**config.mk**
```make
export PLATFORM = sky130hd
export DESIGN_NAME = sincos_tone_sequencer
export DESIGN_NICKNAME = d
export VERILOG_FILES = /design/src/rtl/sincos_tone_sequencer.sv
export SDC_FILE = /design/constraint.sdc
export NUM_CORES = 1
export LEC_CHECK = 0
export CAP_MARGIN = 15
export CORE_ASPECT_RATIO = 0.6
export CORE_MARGIN = 2
export CORE_UTILIZATION = 50
export DETAILED_ROUTE_END_ITERATION = 12
export GPL_TIMING_DRIVEN = 1
export PLACE_DENSITY = 0.8
export SYNTH_ARGS = -nofsm -noshare
export SYNTH_HDL_FRONTEND = slang
export SYNTH_SLANG_ARGS = --single-unit
```
**constraint.sdc**
```tcl
create_clock -name clk -period 2.8 [get_ports clk]
set_input_delay 0.42 -clock clk [delete_from_list [all_inputs] [get_ports clk]]
set_output_delay 0.42 -clock clk [all_outputs]
set_load 0.01 [all_outputs]
```
**src/rtl/sincos_tone_sequencer.sv**
```systemverilog
// Sequences a registered sin/cos LUT ROM from a phase accumulator, paced by a
// programmable rate divider, and hands sample pairs downstream via valid/ready.
module sincos_tone_sequencer #(
  parameter int unsigned ADDR_W  = 5,
  parameter int unsigned PHASE_W = 16,
  parameter int unsigned DIV_W   = 16,
  parameter int unsigned DATA_W  = 32,
  parameter int unsigned BURST_W = 16
) (
  input  logic               clk,
  input  logic               rst,
  input  logic               start,
  input  logic               stop,
  input  logic [PHASE_W-1:0] step_in,
  input  logic [DIV_W-1:0]   div_in,
  input  logic [BURST_W-1:0] burst_len_in,
  output logic               lut_en,
  output logic [ADDR_W-1:0]  lut_addr,
  input  logic [DATA_W-1:0]  lut_sin_in,
  input  logic [DATA_W-1:0]  lut_cos_in,
  output logic [DATA_W-1:0]  sample_sin,
  output logic [DATA_W-1:0]  sample_cos,
  output logic               sample_valid,
  input  logic               sample_ready,
  output logic               busy,
  output logic               done,
  output logic [7:0]         overrun_cnt
);

  localparam logic [2:0] IDLE      = 3'd0;
  localparam logic [2:0] WAIT_TICK = 3'd1;
  localparam logic [2:0] READ      = 3'd2;
  localparam logic [2:0] CAPTURE   = 3'd3;
  localparam logic [2:0] HOLD      = 3'd4;

  logic [2:0]         state;
  logic [2:0]         state_nxt;
  logic [PHASE_W-1:0] phase;
  logic [PHASE_W-1:0] step_q;
  logic [DIV_W-1:0]   div_q;
  logic [DIV_W-1:0]   div_cnt;
  logic [BURST_W-1:0] burst_q;
  logic [BURST_W-1:0] count;
  logic               stop_pend;
  logic               tick;
  logic               accept;
  logic               xfer;
  logic               last;

  // Tick decode, handshake and end-of-burst detection.
  always_comb begin
    tick   = 1'b0;
    accept = 1'b0;
    xfer   = 1'b0;
    last   = 1'b0;
    tick   = (state != IDLE) && (div_cnt == '0);
    accept = (state == IDLE) && start && !stop;
    xfer   = (state == HOLD) && sample_ready;
    last   = (burst_q != '0) && ((count + BURST_W'(1)) == burst_q);
  end

  // Next-state logic.
  always_comb begin
    state_nxt = state;
    case (state)
      IDLE:      if (accept) state_nxt = WAIT_TICK;
      WAIT_TICK: begin
        if (tick)      state_nxt = READ;
        else if (stop) state_nxt = IDLE;
      end
      READ:      state_nxt = CAPTURE;
      CAPTURE:   state_nxt = HOLD;
      HOLD: begin
        if (xfer) begin
          // A stop arriving on the transfer cycle itself is honoured too.
          if (last || stop_pend || stop) state_nxt = IDLE;
          else                           state_nxt = WAIT_TICK;
        end
      end
      default:   state_nxt = IDLE;
    endcase
  end

  // State, datapath and registered outputs (Moore outputs decoded from next state).
  always_ff @(posedge clk) begin
    if (rst) begin
      state        <= IDLE;
      phase        <= '0;
      step_q       <= '0;
      div_q        <= '0;
      div_cnt      <= '0;
      burst_q      <= '0;
      count        <= '0;
      stop_pend    <= 1'b0;
      lut_en       <= 1'b0;
      lut_addr     <= '0;
      sample_sin   <= '0;
      sample_cos   <= '0;
      sample_valid <= 1'b0;
      busy         <= 1'b0;
      done         <= 1'b0;
      overrun_cnt  <= '0;
    end else begin
      state        <= state_nxt;
      lut_en       <= (state_nxt == READ);
      busy         <= (state_nxt != IDLE);
      sample_valid <= (state_nxt == HOLD);
      done         <= (state != IDLE) && (state_nxt == IDLE);
      if (state_nxt == READ) lut_addr <= phase[PHASE_W-1 -: ADDR_W];

      if (state == IDLE) begin
        stop_pend <= 1'b0;
        if (accept) begin
          phase       <= '0;
          step_q      <= step_in;
          div_q       <= div_in;
          div_cnt     <= div_in;
          burst_q     <= burst_len_in;
          count       <= '0;
          overrun_cnt <= '0;
        end
      end else begin
        div_cnt <= tick ? div_q : div_cnt - DIV_W'(1);
        // Ticks outside WAIT_TICK are lost; phase is not advanced for them.
        if (tick && (state != WAIT_TICK) && (overrun_cnt != 8'hFF))
          overrun_cnt <= overrun_cnt + 8'd1;
        if (stop) stop_pend <= 1'b1;
      end

      if (state == CAPTURE) begin
        sample_sin <= lut_sin_in;
        sample_cos <= lut_cos_in;
        phase      <= phase + step_q;
      end

      if (xfer) count <= count + BURST_W'(1);
    end
  end

endmodule

```
# Word-level counts from Yosys, hierarchy flattened
# Index checks and enable logic that the tools add are counted.
[op_classes]
eq_ne = 10
n_reduce_logical = 27
muxes = 16
addsub = 4
[op_table]
columns = ["operator", "count"]
rows = [
  ["$mux W16", 7],
  ["$mux W8", 3],
  ["$add A16 B1 Y16 const B", 1],
  ["$add A16 B16 Y16", 1],
  ["$eq A16 B16 Y1", 1],
  ["$logic_not A16 Y1", 1],
  ["$reduce_bool A16 Y1", 1],
  ["$sub A16 B1 Y16 const B", 1],
  ["$pmux W3 S5", 1],
  ["$mux W3", 4],
  ["$reduce_bool A2 Y1", 5],
  ["$eq A3 B2 Y1 const B", 3],
  ["$add A8 B1 Y8 const B", 1],
  ["$logic_and A1 B1 Y1", 8],
  ["$ne A8 B8 Y1 const B", 1],
  ["$reduce_and A2 Y1", 4],
  ["$eq A3 B3 Y1 const B", 2],
  ["$logic_not A3 Y1", 2],
  ["$reduce_bool A3 Y1", 2],
  ["$eq A3 B1 Y1 const B", 1],
  ["$ne A3 B1 Y1 const B", 1],
  ["$logic_or A1 B1 Y1", 2],
  ["$ne A2 B2 Y1 const B", 1],
  ["$reduce_or A2 Y1", 1],
  ["2 further kinds", 2],
]
[totals]
wordCells = 73
register_bits = 181

# Depth between registers and ports, before layout
[depth]
ltp_word = 10
depth_mapped = 10
ltp_nobuf = 9

# Least setup slack after synthesis
# Ideal clock, no wire load.
[synth_path]
path_type = "register to register"
startpoint = "register phase[0]"
endpoint = "register phase[14]"
t_arrival_ps = 2271
setup_time_ps = 123
synth_period_minus_slack_ps = 2394
path_buffers = 0
stages_incl_launch_ff = 10
slack_ps = 406
cell_sequence = "dfxtp_1 > ha_1 > fa_1 > a21o_1 > a21oi_1 > o21a_1 > o31ai_1 > a2111oi_0 > nor3_1 > nand3b_1"
[synth_via]
elab_chain_cells = 2
[synth_lines]
columns = ["item", "line_no", "text"]
rows = [
  ["start: declaration", "38", "logic [PHASE_W-1:0] phase;"],
  ["start signal: assignment", "133", "phase <= phase + step_q;"],
  ["$add A16 B16 Y16", "133", ""],
  ["$mux W16", "130", "if (state == CAPTURE) begin"],
]
# Every way passes these cells.
# A chain may end at the register's enable or synchronous reset.

# Final worst setup path
# Same ends and word-level chain as after synthesis.

==> metrics.txt <==
outcome=finished, final reports clean; Die Wd=170 µm; # IOs=198; Finished Cell Area=11100 µm²; Initial Util=0.511; CTS tree=yes; RSZ-0062 raised after global routing=false; core area=16300 µm²; PD cells=519 nW/µm²; detailed placement HPWL=15800 µm; GRT Util Overall=0.259; num rows=36; Synth Instances=1059; Mapped Area=8300 µm²; worst endpoint required time=3110 ps; Final period util=0.937; main flop type after synthesis=dfxtp_1; Layout area overhead=33.1%; clock slew at reported path FFs=70 ps; Final ANT Viol Nets=0; final setup vio count=0; final worst hold slack=449 ps; setup TNS=0 ps; VDD IR-drop max=0.381 mV; setup bufs post-CTS=0; pre-CTS WS=145 ps; fin worst setup slack=176 ps; Worst Setup End Kind=register; vias post-DR=7973; total CTS buffers=17; first-pass iteration count of the detailed router=5; register area=3620 µm²; max cap viols=0; port bufs=197; initial DRC count=841; Hold Crit Class=in2reg; fillers=1374; routability cong.=0.930; number of flops mapped to enable cells by yosys=0; post-route insts no fill=1466; clk sink count=181; simple-gate share of the synthesized area=0.253; antenna violations before repair=1; Remaining DRCs=0; fmax=0.381 GHz; Synth Register Bits=181; LEAKAGE=4.01 nW; final slew viol count=0; post-synthesis sequential area ratio=0.436; Inst Count DP=1433; Synth Net Count=1195; worst path arrival time=2930 ps; final hold viol count=0; ys async rst share=0; worst-case clock buffer depth=2; relative slew slack=0.511; total power=5.73 mW; mux cell area share after synthesis=0.0110; Synth Area in XOR/XNOR=0.0485; routed len/inst=15.5 µm; CP max FO=3; grt total ovfl=0; Ys Warns=0; H-tree depth=4; vias in the first global route=7415; CP Class=reg2reg; post-DR vias/cell=5.44; layout cells sized above 1=0.0574; Worst-Margin Slew=733 ps; Nets=1360; dpl cell area=10500 µm²; largest family of logic cells by synthesized area=simple AND/OR/NAND/NOR gates; die height=104 µm; post-layout min period=2620 ps; syn avg cell area=7.84 µm²; total die area=17700 µm²; post-synthesis compound-gate area fraction=0.183; largest net degree at the start of global routing=79; Yosys cell types=62; Setup Skew=12.0 ps; critical path launch point type=register; area occupied by multi-input gates=4370 µm²; first-pass GRT wire length=37300 µm; later-pin clock latency in the skew report=430 ps; CTS root buffer=clkbuf_16; final WL=22800 µm; final core utilization=0.680; Synth Area in Adders=0.0295
-- flip-flops by register name, summed over array words and instances (netlist names) --
register / count
div_q: 16
lut_en: 1
state: 3
sample_valid: 1
overrun_cnt: 8
count: 16
lut_addr: 5
step_q: 16
done: 1
sample_sin: 32
burst_q: 16
div_cnt: 16
phase: 16
sample_cos: 32
busy: 1
stop_pend: 1
-- cells in the mapped netlist (all sizes together), types with 2 or more instances --
| cell | instances | area [µm²] |
|---|---|---|
| nor4 | 12 | 90.1 |
| mux2i | 8 | 80.1 |
| a21boi | 2 | 15.0 |
| nand3b | 5 | 50.1 |
| a2111oi | 3 | 26.3 |
| nand4b | 3 | 26.3 |
| a21oi | 166 | 831 |
| inv | 7 | 26.3 |
| dfxtp | 181 | 3620 |
| xnor2 | 24 | 210 |
| nand4 | 4 | 25.0 |
| nor3 | 27 | 146 |
| nand2b | 2 | 12.5 |
| nor3b | 4 | 30.0 |
| and3 | 16 | 103 |
| o21a | 3 | 22.5 |
| o211ai | 4 | 30.0 |
| xor2 | 22 | 193 |
| or3b | 5 | 43.8 |
| o31ai | 8 | 60.1 |
| or4 | 2 | 22.5 |
| a22oi | 4 | 30.0 |
| clkbuf | 57 | 214 |
| or3 | 9 | 57.6 |
| ha | 18 | 225 |
| o41ai | 2 | 25.0 |
| buf | 12 | 53.8 |
| nand2 | 268 | 1010 |
| a31oi | 2 | 12.5 |
| nand3 | 26 | 130 |
| o21bai | 2 | 15.0 |
| a211oi | 8 | 60.1 |
| nor2 | 70 | 270 |
| a311oi | 9 | 96.4 |
| o21ai | 42 | 218 |
| nor2b | 5 | 31.3 |
| a21o | 4 | 30.0 |
-- area by class of cell --
cell class | instances | area share
well taps | 228 | 0.0258
inverters | 7 | 0.00238
diodes | 1 | 0.000226
clock inverters | 12 | 0.0130
flip-flops and latches | 181 | 0.328
repair buffers | 216 | 0.195
multi-input cells | 801 | 0.396
clock buffers | 20 | 0.0404
-- layout by cell type (no fill, tap or decap), types with 11 or more instances in the layout --
master,n
nor2_1,68
o21ai_0,37
dfxtp_1,181
clkdlybuf4s50_1,196
nor3_1,26
xor2_1,22
a21oi_1,166
nand3_1,26
ha_1,18
nor4_1,11
and3_1,13
nand2_1,267
buf_4,16
clkbuf_16,17
xnor2_1,24
-- routing by layer --
| layer | part of all wire | GRT usage |
|---|---|---|
| met3 | 0.092 | 0.0799 |
| met1 | 0.49 | 0.386 |
| met4 | 0.0094 | 0.0690 |
| met2 | 0.41 | 0.357 |
| met5 | 0 | 0 |
-- power breakdown --
group          leakage (nW)  internal [mW]  switching, mW
Combinational          2.26          0.311          0.298
Sequential             1.47           2.63         0.0665
Clock                 0.284           1.36           1.07
Total                  4.01           4.30           1.43
-- critical path: stages, from the launching register on --
cell and delay [ps]:
dfxtp_1 320, ha_1 240, fa_1 440, a21o_1 180, a21oi_1 280, o21a_1 240, o31ai_1 120, a2111oi_2 430
nor3_1 100, nand3b_1 160
-- logic make-up (layout without fill, tap and decap cells) --
group | after synthesis | after routing
other | 0 | 1
XOR/XNOR | 46 | 46
AND/OR/NAND/NOR | 463 | 463
buffers and inverters | 77 | 255
AO/OA/AOI/OAI | 264 | 264
multiplexers | 9 | 9
adder cells (fa/ha/maj) | 19 | 19
flip-flops | 181 | 181
-- path summary, 6_finish.rpt --
| path | cells after the start | slack, ps | end | startpoint |
|---|---|---|---|---|
| worst min register to register | 2 | 450 | sample_sin[19] | sample_sin[19] |
| worst min-delay path | 2 | 450 | count[15] | rst |
| worst max-delay path | 9 | 180 | phase[14] | phase[0] |
| worst max register to register | 9 | 180 | phase[14] | phase[0] |
-- repair_timing --
action                     4_1_cts  5_1_grt
hold buffers                     0        0
setup endpoints to repair        0        4
gates resized for setup          0        3
No activity file was read; power rests on OpenSTA's default activity.
